## src/rtl/poly_horner_pipe_if.sv

```systemverilog
// Handshake/bus bundle for poly_horner_pipe: sample input, coefficient write port and result output.
// master = producer/consumer side, slave = the evaluator.
interface poly_horner_pipe_if #(
   parameter int unsigned XW  = 4,
   parameter int unsigned CW  = 4,
   parameter int unsigned DEG = 3,
   parameter int unsigned OW  = 12
);
   localparam int unsigned IW = $clog2(DEG + 1);

   logic          in_valid;
   logic          in_ready;
   logic [XW-1:0] in_x;
   logic          coef_we;
   logic [IW-1:0] coef_idx;
   logic [CW-1:0] coef_wdata;
   logic          coef_ready;
   logic          out_valid;
   logic          out_ready;
   logic [OW-1:0] out_data;
   logic          out_ovf;

   modport master (
      output in_valid, in_x, coef_we, coef_idx, coef_wdata, out_ready,
      input  in_ready, coef_ready, out_valid, out_data, out_ovf
   );

   modport slave (
      input  in_valid, in_x, coef_we, coef_idx, coef_wdata, out_ready,
      output in_ready, coef_ready, out_valid, out_data, out_ovf
   );
endinterface

```

## src/rtl/poly_horner_pipe.sv

```systemverilog
// Pipelined unsigned polynomial evaluator (Horner's rule, one multiply-add per stage, global stall).
// Build option: define POLY_SAT_EN to clamp overflowing results to all-ones instead of wrapping.
module poly_horner_pipe #(
   parameter int unsigned XW  = 4,
   parameter int unsigned CW  = 4,
   parameter int unsigned DEG = 3,
   parameter int unsigned OW  = 12
) (
   input logic               clk,
   input logic               rst_n,
   poly_horner_pipe_if.slave bus
);
   localparam int unsigned IW = $clog2(DEG + 1);
   // Wide enough for acc*x + a without loss: < 2^(OW+XW) + 2^OW.
   localparam int unsigned FW = OW + XW + 1;

   logic [CW-1:0] coef_q [0:DEG];
   logic [DEG:0]  vld_q;
   logic [XW-1:0] x_q    [0:DEG-1];
   logic [OW-1:0] acc_q  [0:DEG];
   logic          ovf_q  [0:DEG];

   logic advance_c;
   logic coef_ready_c;
   logic coef_wr_c;
   logic accept_c;

   // Flow control: whole pipe shifts or whole pipe holds.
   assign advance_c    = !vld_q[DEG] || bus.out_ready;
   assign coef_ready_c = ~|vld_q;
   assign coef_wr_c    = bus.coef_we && coef_ready_c;
   assign accept_c     = bus.in_valid && advance_c && !coef_wr_c;

   assign bus.in_ready   = advance_c && !coef_wr_c;
   assign bus.coef_ready = coef_ready_c;
   assign bus.out_valid  = vld_q[DEG];
   assign bus.out_data   = acc_q[DEG];
   assign bus.out_ovf    = ovf_q[DEG];

   // Coefficient bank; indices above DEG match no entry and are dropped.
   for (genvar k = 0; k <= DEG; k++) begin : g_coef
      always_ff @(posedge clk or negedge rst_n) begin
         if (!rst_n) begin
            coef_q[k] <= '0;
         end else if (coef_wr_c && (bus.coef_idx == IW'(k))) begin
            coef_q[k] <= bus.coef_wdata;
         end
      end
   end

   // Stage 0: capture x and seed the accumulator with the leading coefficient.
   always_ff @(posedge clk or negedge rst_n) begin
      if (!rst_n) begin
         vld_q[0] <= 1'b0;
         x_q[0]   <= '0;
         acc_q[0] <= '0;
         ovf_q[0] <= 1'b0;
      end else if (advance_c) begin
         vld_q[0] <= accept_c;
         x_q[0]   <= bus.in_x;
         acc_q[0] <= OW'(coef_q[DEG]);
         ovf_q[0] <= 1'b0;
      end
   end

   for (genvar k = 1; k <= DEG; k++) begin : g_stage
      logic [FW-1:0] full_c;
      logic [OW-1:0] acc_c;
      logic          ovf_c;

      // One Horner step at full precision, then wrap or clamp to OW bits.
      always_comb begin
         full_c = '0;
         acc_c  = '0;
         ovf_c  = 1'b0;
         full_c = (FW'(acc_q[k-1]) * FW'(x_q[k-1])) + FW'(coef_q[DEG-k]);
         ovf_c  = ovf_q[k-1] || (|full_c[FW-1:OW]);
`ifdef POLY_SAT_EN
         acc_c  = ovf_c ? {OW{1'b1}} : full_c[OW-1:0];
`else
         acc_c  = full_c[OW-1:0];
`endif
      end

      always_ff @(posedge clk or negedge rst_n) begin
         if (!rst_n) begin
            vld_q[k] <= 1'b0;
            acc_q[k] <= '0;
            ovf_q[k] <= 1'b0;
         end else if (advance_c) begin
            vld_q[k] <= vld_q[k-1];
            acc_q[k] <= acc_c;
            ovf_q[k] <= ovf_c;
         end
      end

      // x is only needed by stages that still have a multiply ahead.
      if (k < DEG) begin : g_x
         always_ff @(posedge clk or negedge rst_n) begin
            if (!rst_n) begin
               x_q[k] <= '0;
            end else if (advance_c) begin
               x_q[k] <= x_q[k-1];
            end
         end
      end
   end
endmodule

```

## src/flat_wrapper.sv

```systemverilog
// flat-port wrapper written by rule: the top's interface ports become plain ports
module poly_horner_pipe_flat 
#(
   parameter int unsigned XW  = 4,
   parameter int unsigned CW  = 4,
   parameter int unsigned DEG = 3,
   parameter int unsigned OW  = 12
)
  (clk, rst_n, bus_in_valid, bus_in_x, bus_coef_we, bus_coef_idx, bus_coef_wdata, bus_out_ready, bus_in_ready, bus_coef_ready, bus_out_valid, bus_out_data, bus_out_ovf);
  poly_horner_pipe_if #(.XW(XW), .CW(CW), .DEG(DEG), .OW(OW)) bus_i ();
  input logic clk;
  input logic rst_n;
  input wire logic [$bits(bus_i.in_valid)-1:0] bus_in_valid;
  input wire logic [$bits(bus_i.in_x)-1:0] bus_in_x;
  input wire logic [$bits(bus_i.coef_we)-1:0] bus_coef_we;
  input wire logic [$bits(bus_i.coef_idx)-1:0] bus_coef_idx;
  input wire logic [$bits(bus_i.coef_wdata)-1:0] bus_coef_wdata;
  input wire logic [$bits(bus_i.out_ready)-1:0] bus_out_ready;
  output wire logic [$bits(bus_i.in_ready)-1:0] bus_in_ready;
  output wire logic [$bits(bus_i.coef_ready)-1:0] bus_coef_ready;
  output wire logic [$bits(bus_i.out_valid)-1:0] bus_out_valid;
  output wire logic [$bits(bus_i.out_data)-1:0] bus_out_data;
  output wire logic [$bits(bus_i.out_ovf)-1:0] bus_out_ovf;
  assign bus_i.in_valid = bus_in_valid;
  assign bus_i.in_x = bus_in_x;
  assign bus_i.coef_we = bus_coef_we;
  assign bus_i.coef_idx = bus_coef_idx;
  assign bus_i.coef_wdata = bus_coef_wdata;
  assign bus_i.out_ready = bus_out_ready;
  assign bus_in_ready = bus_i.in_ready;
  assign bus_coef_ready = bus_i.coef_ready;
  assign bus_out_valid = bus_i.out_valid;
  assign bus_out_data = bus_i.out_data;
  assign bus_out_ovf = bus_i.out_ovf;
  poly_horner_pipe #(.XW(XW), .CW(CW), .DEG(DEG), .OW(OW)) u_core (.clk(clk), .rst_n(rst_n), .bus(bus_i));
endmodule
```

## config.mk

```make
export PLATFORM = sky130hd
export DESIGN_NAME = poly_horner_pipe_flat
export DESIGN_NICKNAME = d
export VERILOG_FILES = /design/src/rtl/poly_horner_pipe_if.sv /design/src/rtl/poly_horner_pipe.sv /design/src/flat_wrapper.sv
export SDC_FILE = /design/constraint.sdc
export NUM_CORES = 1
export LEC_CHECK = 0
export BUFFER_PORTS_ARGS = -buffer_cell sky130_fd_sc_hd__buf_4
export CAP_MARGIN = 20
export CORE_MARGIN = 2
export CORE_UTILIZATION = 50
export DETAILED_ROUTE_END_ITERATION = 8
export GPL_TIMING_DRIVEN = 0
export PLACE_DENSITY = 0.78
export SLEW_MARGIN = 20
export SYNTH_ARGS = -nofsm -noshare
export SYNTH_HDL_FRONTEND = slang
export SYNTH_SLANG_ARGS = --single-unit
```

## constraint.sdc

```tcl
create_clock -name clk -period 4.9 [get_ports clk]
set_input_delay 0.735 -clock clk [delete_from_list [all_inputs] [get_ports clk]]
set_output_delay 0.735 -clock clk [all_outputs]
set_load 0.02 [all_outputs]
```

==> out/qor.csv, run 1 <==
metric,value,unit
Post-CTS Setup Inserts,0,
Mean Syn Cell Area,9.14,sq um
critical path cell sequence,"clkbuf_1, nand2_1, fa_1, fa_1, fa_1, inv_1, ha_1, o21ai_1, nor2_1, o31ai_4, nand2b_2, o311a_1, a211oi_2, a31oi_1",
Fin. Hold Viols,0,
relative slew slack,39.4,%
Tightest Pin Transition,0.908,ns
"delay-heaviest family, CP",adder cells,
"slowest stage delay, CP",0.53,ns
Root Buffer,clkbuf_16,
worst r2r dst,u_core.bus.out_ovf$_DFFE_PN0N_,
sequential area share after synthesis,27.8,%
CTS Sinks,71,
Pleak,3.76,nW
cell taking the most area after synthesis,dfrtp_1,
drt first pass iters,4,
cell row count,41,
hold slack,0.469,ns
async set-reset flop share out of synthesis,100,%
Slew Limit Fails,0,
RSZ-0062 raised after global routing,false,
worst hold path type,reg -> reg,
reg2reg start,u_core.x_q[3]$_DFFE_PN0N_,
worst slack at placement,0.692,ns
Core ar.,12600,sq um
share of cells above drive strength 1,11.7,%
crit start category,flip-flop,
# fillers,1086,
fin crit period,4.23,ns
die area,13700,sq um
Most common cell on crit path,fa_1,
Syn Std Cell Area,6390,sq um
synth warn,0,
ys flop type,dfrtp_1,
Routed WL per cell,14.3,um
CTS Buffer Depth,2,
DIE WIDTH,117,um
Num CTS Buffers,9,
"EDFF count, synth",0,
setup violation total in the final timing report,0,
outcome,completed,
Placed Area,6830,sq um
"Remaining Overflow, GRT",0,
Nets,880,
VDD IR-drop max,0.353,mV
htree depth,3,
clk slew on worst S/H paths,0.06,ns
crit path DAT,4.45,ns
Syn Nets,839,
critical path class,reg -> reg,
synth top area cells,"dfrtp_1, ha_1, fa_1, nand2_1, and2_1",
fin crit share,86.4,%
multi-input logic area,4210,sq um
Worst Setup End Kind,flip-flop,
vias in the first global route,4699,
CP max FO,10,
Buf/Inv on CP,2,
cts hold-fix bufs,0,
Worst R2R Setup Slack,0.67,ns
max_cap viols,0,
WP depth,14,
Worst-Skew Late Latency,0.34,ns
top-count cell post-synth,nand2_1,
RePlAce Congestion,0.869,
Fmax,236,MHz
Fin Clk Skew,0.0107,ns
drt via density,5.22,
Setup WS post-layout,0.668,ns
Power Density,631,nW/um^2
P&R area growth vs syn,11.7,%
critical path data required time,5.12,ns
worst r2r path cells,14,
Routed Antenna Nets,0,
PostCTS Resize Cnt,0,
Post-DP HPWL,10.1,mm
first-pass GRT wire length,22.4,mm
post-synthesis instance total,699,
top-area cell type share of the netlist area,27.8,%
Yosys cell types,49,
DRC viols,0,
Crit. Startpoint,u_core.x_q[3]$_DFFE_PN0N_,
setup TNS after final layout,0,ns
end of the critical path,u_core.bus.out_ovf$_DFFE_PN0N_,
Register Area,1780,sq um
WL final,13.1,mm
DR vias,4790,
CTS tree,done,
slowest cell on the critical path,fa_1,
Top-Level Pins,31,
GRT Util Overall,21.1,%
Diodes inserted,0,
initial antenna violation count,0,
# port buffers,30,
Initial Util,50.8,%
synth cell count leaders,"nand2_1, ha_1, dfrtp_1, and2_1, inv_1",
pin count of the biggest net entering global routing,72,
post-route design area,7140,sq um
"flops & latches, synth",71,
die height,117,um
starting DRC count in detailed routing,213,
-- report_power, final --
part           leakage (nW)  internal [mW]  switching, mW
combinational          2.72           1.20           1.57
sequential            0.889          0.851          0.218
clock                 0.149          0.410          0.258
total                  3.76           2.46           2.05
-- worst register-to-register path, cell delays in order, from the launching register on --
cell and delay, ns:
dfrtp_1 0.44, clkbuf_1 0.36, nand2_1 0.14, fa_1 0.52, fa_1 0.53, fa_1 0.51, inv_1 0.04, ha_1 0.33
o21ai_1 0.16, nor2_1 0.09, o31ai_4 0.27, nand2b_2 0.13, o311a_1 0.31, a211oi_2 0.18, a31oi_1 0.10
-- metal layers --
layer,vias up,share of wire (%),track usage (%),wire length (um)
met4,0,0.58,4.71,76
met5,-,0,0,0
met3,4,3.3,3.66,434
met2,78,50,36.1,6540
met1,2329,46,28.5,6030
li1,2379,-,-,-
-- how the worst min path moves through the flow --
stage / start / endpoint / slack (ns) / cells past startpoint
floorplan: rst_n / u_core.acc_q[12]$_DFFE_PN0N_ / 0.44 / 0
finish: u_core.bus.out_data[1]$_DFFE_PN0N_ / u_core.bus.out_data[1]$_DFFE_PN0N_ / 0.47 / 2
global route: u_core.coef_q[0]$_DFFE_PN0P_ / u_core.acc_q[36]$_DFFE_PN0N_ / 0.51 / 2
global placement: u_core.bus.out_data[1]$_DFFE_PN0N_ / u_core.bus.out_data[1]$_DFFE_PN0N_ / 0.45 / 2
CTS: u_core.bus.out_data[1]$_DFFE_PN0N_ / u_core.bus.out_data[1]$_DFFE_PN0N_ / 0.48 / 2
detailed placement: u_core.bus.out_data[1]$_DFFE_PN0N_ / u_core.bus.out_data[1]$_DFFE_PN0N_ / 0.46 / 2
-- through the flow --
step | cells | utilization (%) | power (mW)
after floorplan | 699 | - | 3.17
after global placement | 901 | 54.3 | 3.77
after detailed placement | 901 | 54.3 | 3.86
after CTS | 917 | 56.8 | 4.54
after global routing | 917 | 56.8 | 4.98
final | 917 | 56.8 | 4.51
-- cell type report --
class | instances | share of cell area [%]
buffer | 34 | 2.49
clock buffer | 10 | 3.35
clock inverter | 6 | 0.964
inverter | 59 | 3.10
multi-input combinational | 535 | 59.0
sequential | 71 | 24.9
tap | 172 | 3.02
timing repair buffer | 30 | 3.16
-- layout by cell type, fill, tap and decap left out, drive strengths merged, types with 3 or more instances in the layout --
| master | Yosys | routed |
|---|---|---|
| fa | 45 | 45 |
| nor2 | 23 | 23 |
| buf | 18 | 48 |
| mux2 | 15 | 15 |
| inv | 59 | 60 |
| o21ai | 26 | 26 |
| clkbuf | 16 | 26 |
| o21a | 4 | 4 |
| xnor2 | 11 | 11 |
| nand2b | 5 | 5 |
| nand3b | 3 | 3 |
| o31ai | 5 | 5 |
| a21oi | 36 | 36 |
| and2 | 63 | 63 |
| a21o | 9 | 9 |
| a31oi | 4 | 4 |
| ha | 80 | 80 |
| o211ai | 3 | 3 |
| xor2 | 14 | 14 |
| clkinv | 0 | 3 |
| a211oi | 8 | 8 |
| nand3 | 6 | 6 |
| nand2 | 146 | 146 |
| dfrtp | 71 | 71 |
| nor2b | 4 | 4 |
| nor3 | 7 | 7 |
-- registers in the layout, summed over array words and instances, names as in the netlist --
name,cells
u_core.bus.out_ovf,1
u_core.vld_q,3
u_core.bus.out_valid,1
u_core.bus.out_data,12
u_core.coef_q,16
u_core.ovf_q,1
u_core.x_q,12
u_core.acc_q,25
-- cells by family (layout without fill, tap and decap cells) --
kind of cell,after synthesis,count (layout),synth area share (%)
compound gates,104,104,10.4
xor+xnor,25,25,3.43
fa+ha+maj,125,125,29.8
buf+inv,93,139,6.25
flops,71,71,27.8
mux,15,15,2.64
simple gates,266,266,19.7
(Power assumes the default switching activity.)
==> run 2: changes to the inputs <==
--- a/config.mk
+++ b/config.mk
@@ -5,6 +5,7 @@
 export SDC_FILE = /design/constraint.sdc
 export NUM_CORES = 1
 export LEC_CHECK = 0
+export ABC_AREA = 1
 export BUFFER_PORTS_ARGS = -buffer_cell sky130_fd_sc_hd__buf_4
 export CAP_MARGIN = 20
 export CORE_MARGIN = 2
==> out/qor.csv, run 2 <==
metric,value,unit
Top Registers,"u_core.acc_q (25), u_core.coef_q (16)",
critical path class,reg -> reg,
crit path DAT,4.19,ns
Top-Level Pins,31,
VDD IR-drop max,0.332,mV
Syn Std Cell Area,6770,sq um
clk slew on worst S/H paths,0.06,ns
Post-CTS Setup Inserts,0,
Initial Util,51.1,%
GRT Util Overall,22.2,%
initial antenna violation count,0,
fin crit share,80.8,%
Fin. Hold Viols,0,
setup violation total in the final timing report,0,
htree depth,3,
"slowest stage delay, CP",0.52,ns
DIE WIDTH,120,um
Power Density,583,nW/um^2
Mean Syn Cell Area,7.30,sq um
Core ar.,13200,sq um
"commonest non-fill, non-tap cells in the layout","nand2_1, inv_1, ha_1",
crit start category,flip-flop,
CP max FO,10,
top-count cell post-synth,nand2_1,
"most common cell after layout, fill and taps aside",nand2_1,
worst hold path type,reg -> reg,
# port buffers,30,
cell row count,42,
Pleak,4.71,nW
RePlAce Congestion,0.893,
drt first pass iters,4,
"flops & latches, synth",71,
async set-reset flop share out of synthesis,100,%
die area,14500,sq um
"EDFF count, synth",0,
Fmax,253,MHz
Yosys cell types,31,
critical path data required time,5.13,ns
Tightest Pin Transition,0.887,ns
ys flop type,dfrtp_1,
RSZ-0062 raised after global routing,false,
Num CTS Buffers,9,
PostCTS Resize Cnt,0,
Syn Nets,1067,
drt via density,4.98,
# fillers,1251,
die height,120,um
post-synthesis instance total,927,
DRC viols,0,
setup TNS after final layout,0,ns
CTS Buffer Depth,2,
Routed WL per cell,12.8,um
P&R area growth vs syn,11.5,%
Root Buffer,clkbuf_16,
cell taking the most area after synthesis,dfrtp_1,
top-area cell type share of the netlist area,26.3,%
Worst Setup End Kind,flip-flop,
vias in the first global route,5704,
Diodes inserted,0,
Post-DP HPWL,11.6,mm
fin crit period,3.96,ns
Largest register FFs,25,
max_cap viols,0,
synth cell count leaders,"nand2_1, inv_1, ha_1, dfrtp_1, o21ai_0",
Nets,1108,
critical path cell sequence,"clkbuf_1, nand2_1, fa_1, fa_1, fa_1, inv_1, ha_1, nand2_1, nand3_1, nand2_1, nand2_1, nand2_1, nand2_1, nand2_1, nand2_1, nor2_1, a21oi_1",
synth top area cells,"dfrtp_1, nand2_1, ha_1, fa_1, inv_1",
Worst R2R Setup Slack,0.94,ns
Tot Pwr,4.40,mW
Slew Limit Fails,0,
Largest Register,u_core.acc_q,
pin count of the biggest net entering global routing,72,
relative slew slack,40.9,%
DR vias,5726,
slowest cell on the critical path,fa_1,
cts hold-fix bufs,0,
Most common cell on crit path,nand2_1,
Worst-Skew Late Latency,0.34,ns
WL final,14.8,mm
starting DRC count in detailed routing,285,
Routed Antenna Nets,0,
CTS tree,done,
first-pass GRT wire length,25.6,mm
outcome,completed,
CTS Sinks,71,
"Remaining Overflow, GRT",0,
Fin Clk Skew,0.00801,ns
share of cells above drive strength 1,7.81,%
synth warn,0,
sequential area share after synthesis,26.3,%
## run 2: routing by layer
| metal | GRT usage, % | part of all wire (%) | up-vias |
|---|---|---|---|
| li1 | - | - | 2905 |
| met5 | 0 | 0 | - |
| met1 | 26.3 | 41 | 2677 |
| met3 | 4.48 | 5.5 | 34 |
| met4 | 8.07 | 3.1 | 0 |
| met2 | 39.8 | 50 | 110 |
## run 2: cell type report
cell class              instances  area, sq um  share of cell area (%)
multi-input cells             641         4120                    54.6
flip-flops and latches         71         1780                    23.5
inverters                     184          692                    9.17
clock buffers                   9          225                    2.98
repair buffers                 30          225                    2.98
well taps                     176          220                    2.92
plain buffers                  31          175                    2.32
clock inverters                 7          109                    1.44
## run 2: final timing paths
kind / start / end / cells past startpoint
max in group asynchronous: rst_n / u_core.acc_q[23]$_DFFE_PN0N_ / 1
min: u_core.bus.out_data[1]$_DFFE_PN0N_ / u_core.bus.out_data[1]$_DFFE_PN0N_ / 2
max reg2reg: u_core.x_q[3]$_DFFE_PN0N_ / u_core.bus.out_ovf$_DFFE_PN0N_ / 17
min reg2reg: u_core.bus.out_data[1]$_DFFE_PN0N_ / u_core.bus.out_data[1]$_DFFE_PN0N_ / 2
max: u_core.x_q[3]$_DFFE_PN0N_ / u_core.bus.out_ovf$_DFFE_PN0N_ / 17
min in group asynchronous: rst_n / u_core.bus.out_data[5]$_DFFE_PN0N_ / 1
## run 2: critical path, delay by kind of cell (launching register included)
kind	cells	cell delay [ns]
DFF	1	0.47
AOI/OAI and AO/OA	1	0.06
buffers and inverters	2	0.44
adders and majority gates	4	1.90
and+or+nand+nor	10	0.96
## run 2: kinds of logic after synthesis
family / share of synthesized area (%)
DFF: 26.3
buffers and inverters: 12.8
xor gates and xnor gates: 1.41
adders and majority gates: 28.1
and+or+nand+nor: 24.6
AOI/OAI and AO/OA: 6.84
## run 2: metrics by stage
step | util (%) | hold WS, ns | instance area [sq um] | std cells | worst slack, ns
3_5_place_dp | 54.5 | 0.460 | 7210 | 1133 | 0.992
3_3_place_gp | 54.5 | 0.457 | 7210 | 1133 | 0.999
5_1_grt | 57.0 | 0.512 | 7550 | 1149 | 0.650
2_1_floorplan | - | 0.439 | 6770 | 927 | 1.45
4_1_cts | 57.0 | 0.474 | 7550 | 1149 | 0.935
6_report | 57.0 | 0.472 | 7550 | 1149 | 0.940
## run 2: power breakdown
part | switching (mW) | internal (mW) | leakage (nW)
sequential | 0.237 | 0.847 | 0.906
clock | 0.285 | 0.457 | 0.164
combinational | 1.58 | 0.998 | 3.64
==> run 3: changes to the inputs <==
--- a/config.mk
+++ b/config.mk
@@ -5,7 +5,7 @@
 export SDC_FILE = /design/constraint.sdc
 export NUM_CORES = 1
 export LEC_CHECK = 0
-export ABC_AREA = 1
+export ABC_AREA = 0
 export BUFFER_PORTS_ARGS = -buffer_cell sky130_fd_sc_hd__buf_4
 export CAP_MARGIN = 20
 export CORE_MARGIN = 2
==> constraint.sdc (replaced) <==
create_clock -name clk -period 4.1 [get_ports clk]
set_input_delay 0.615 -clock clk [delete_from_list [all_inputs] [get_ports clk]]
set_output_delay 0.615 -clock clk [all_outputs]
set_load 0.02 [all_outputs]
==> out/qor.csv, run 3 (synthesis gave the netlist of run 1 again) <==
metric,value,unit
outcome,completed,
# fillers,1084,
Nets,876,
VDD IR-drop max,0.421,mV
CTS Sinks,71,
Post-DP HPWL,10.1,mm
Most common cell on crit path,fa_1,
relative slew slack,38.4,%
fin crit share,94.8,%
combinational share of power,60.0,%
worst hold path type,in -> async,
"Remaining Overflow, GRT",0,
Tot Pwr,5.36,mW
hold slack,0.397,ns
reg2reg start,u_core.x_q[3]$_DFFE_PN0N_,
vias in the first global route,4654,
P&R area growth vs syn,11.7,%
# port buffers,30,
RSZ-0062 raised after global routing,false,
DRC viols,0,
clk slew on worst S/H paths,0.06,ns
Initial Util,50.8,%
die height,117,um
setup violation total in the final timing report,0,
Num CTS Buffers,9,
GRT Util Overall,20.9,%
WL final,12.9,mm
Placed Area,6830,sq um
Worst Setup End Kind,flip-flop,
crit start category,flip-flop,
Fmax,257,MHz
Pleak,3.75,nW
share of cells above drive strength 1,12.8,%
CTS Buffer Depth,2,
cell row count,41,
Fin. Hold Viols,0,
"most common cell after layout, fill and taps aside",nand2_1,
first-pass GRT wire length,22.2,mm
worst slack at placement,-0.108,ns
Top Registers,"u_core.acc_q (25), u_core.coef_q (16)",
Worst R2R Setup Slack,0.21,ns
Tightest Pin Transition,0.922,ns
pin count of the biggest net entering global routing,72,
Net Sw Power,2.42,mW
worst r2r dst,u_core.bus.out_ovf$_DFFE_PN0N_,
starting DRC count in detailed routing,231,
slowest cell on the critical path,fa_1,
Clock Power Share,14.9,%
drt first pass iters,4,
Routed WL per cell,14.1,um
cts hold-fix bufs,0,
Largest Register,u_core.acc_q,
critical path data required time,4.32,ns
Setup WS post-layout,0.215,ns
"commonest non-fill, non-tap cells in the layout","nand2_1, ha_1, dfrtp_1",
CTS tree,done,
Int Pwr,2.94,mW
htree depth,3,
critical path cell sequence,"nand2_1, fa_1, fa_1, fa_1, inv_1, ha_1, o21ai_1, nor2_1, o31ai_4, nand2b_2, o311a_1, a211oi_2, a31oi_1",
initial antenna violation count,0,
Root Buffer,clkbuf_16,
DIE WIDTH,117,um
Largest register FFs,25,
die area,13700,sq um
"slowest stage delay, CP",0.53,ns
worst r2r path cells,13,
drt via density,5.21,
Routed Antenna Nets,0,
fin crit period,3.89,ns
Slew Limit Fails,0,
Seq pwr share,25.1,%
CP max FO,13,
crit path DAT,4.10,ns
Power Density,752,nW/um^2
Fin Clk Skew,0.0101,ns
post-route design area,7140,sq um
"non-filler cells, final",913,
Worst-Skew Late Latency,0.34,ns
Post-Place Cells,901,
Top-Level Pins,31,
Net Sw Frac,45.2,%
RePlAce Congestion,0.869,
Diodes inserted,0,
critical path class,reg -> reg,
Core ar.,12600,sq um
max_cap viols,0,
DR vias,4756,
run 3: what timing repair did:
item / CTS / global route
setup endpoints to repair: 4 / 7
gates resized for setup: 0 / 7
setup buffers: 0 / 2
pin swaps: 0 / 0
run 3: power groups by stage:
stage	logic (mW)	registers [mW]	clock network (mW)
after CTS	3.26	1.33	0.814
after detailed placement	3.32	1.29	0
final	3.22	1.34	0.799
after global routing	3.70	1.39	0.850
after floorplan	2.59	1.20	0
after global placement	3.23	1.28	0
run 3: worst max path at each step:
stage	from	to	slack (ns)	depth (start not counted)
after floorplan	u_core.x_q[7]$_DFFE_PN0N_	u_core.ovf_q[1]$_DFFE_PN0N_	0.36	14
after global placement	u_core.x_q[3]$_DFFE_PN0N_	u_core.bus.out_ovf$_DFFE_PN0N_	-0.09	14
after detailed placement	u_core.x_q[3]$_DFFE_PN0N_	u_core.bus.out_ovf$_DFFE_PN0N_	-0.11	14
after CTS	u_core.x_q[1]$_DFFE_PN0N_	u_core.bus.out_ovf$_DFFE_PN0N_	0.02	14
after global routing	u_core.x_q[6]$_DFFE_PN0N_	u_core.ovf_q[1]$_DFFE_PN0N_	0.02	13
final	u_core.x_q[3]$_DFFE_PN0N_	u_core.bus.out_ovf$_DFFE_PN0N_	0.21	13
run 3: worst max-delay path: cells and delay by family, from the launching register on:
| kind | cells | cell delay (ns) |
|---|---|---|
| adder cells (fa/ha/maj) | 4 | 1.88 |
| AO/OA/AOI/OAI | 5 | 1.02 |
| flip-flops | 1 | 0.48 |
| AND/OR/NAND/NOR | 3 | 0.33 |
| buffers and inverters | 1 | 0.04 |
run 3: final cells by class:
| type | count | area, sq um | area share, % |
|---|---|---|---|
| inverters | 59 | 221 | 3.10 |
| flip-flops and latches | 71 | 1780 | 25.0 |
| clock inverters | 6 | 68.8 | 0.964 |
| clock buffers | 10 | 239 | 3.35 |
| multi-input cells | 535 | 4210 | 59.0 |
| repair buffers | 32 | 240 | 3.37 |
| well taps | 172 | 215 | 3.02 |
| plain buffers | 28 | 155 | 2.17 |
run 3: per-layer routing:
layer / part of all wire (%) / global-route usage [%]
met5: 0 / 0
met4: 0.86 / 4.94
met3: 4.3 / 3.91
met2: 49 / 35.5
met1: 46 / 28.1
run 3: stage by stage:
step / utilization (%) / setup TNS, ns
after global placement: 54.3 / -0.0999
final: 56.8 / 0
after detailed placement: 54.3 / -0.196
after global routing: 56.8 / 0
after CTS: 56.6 / 0
after floorplan: - / 0
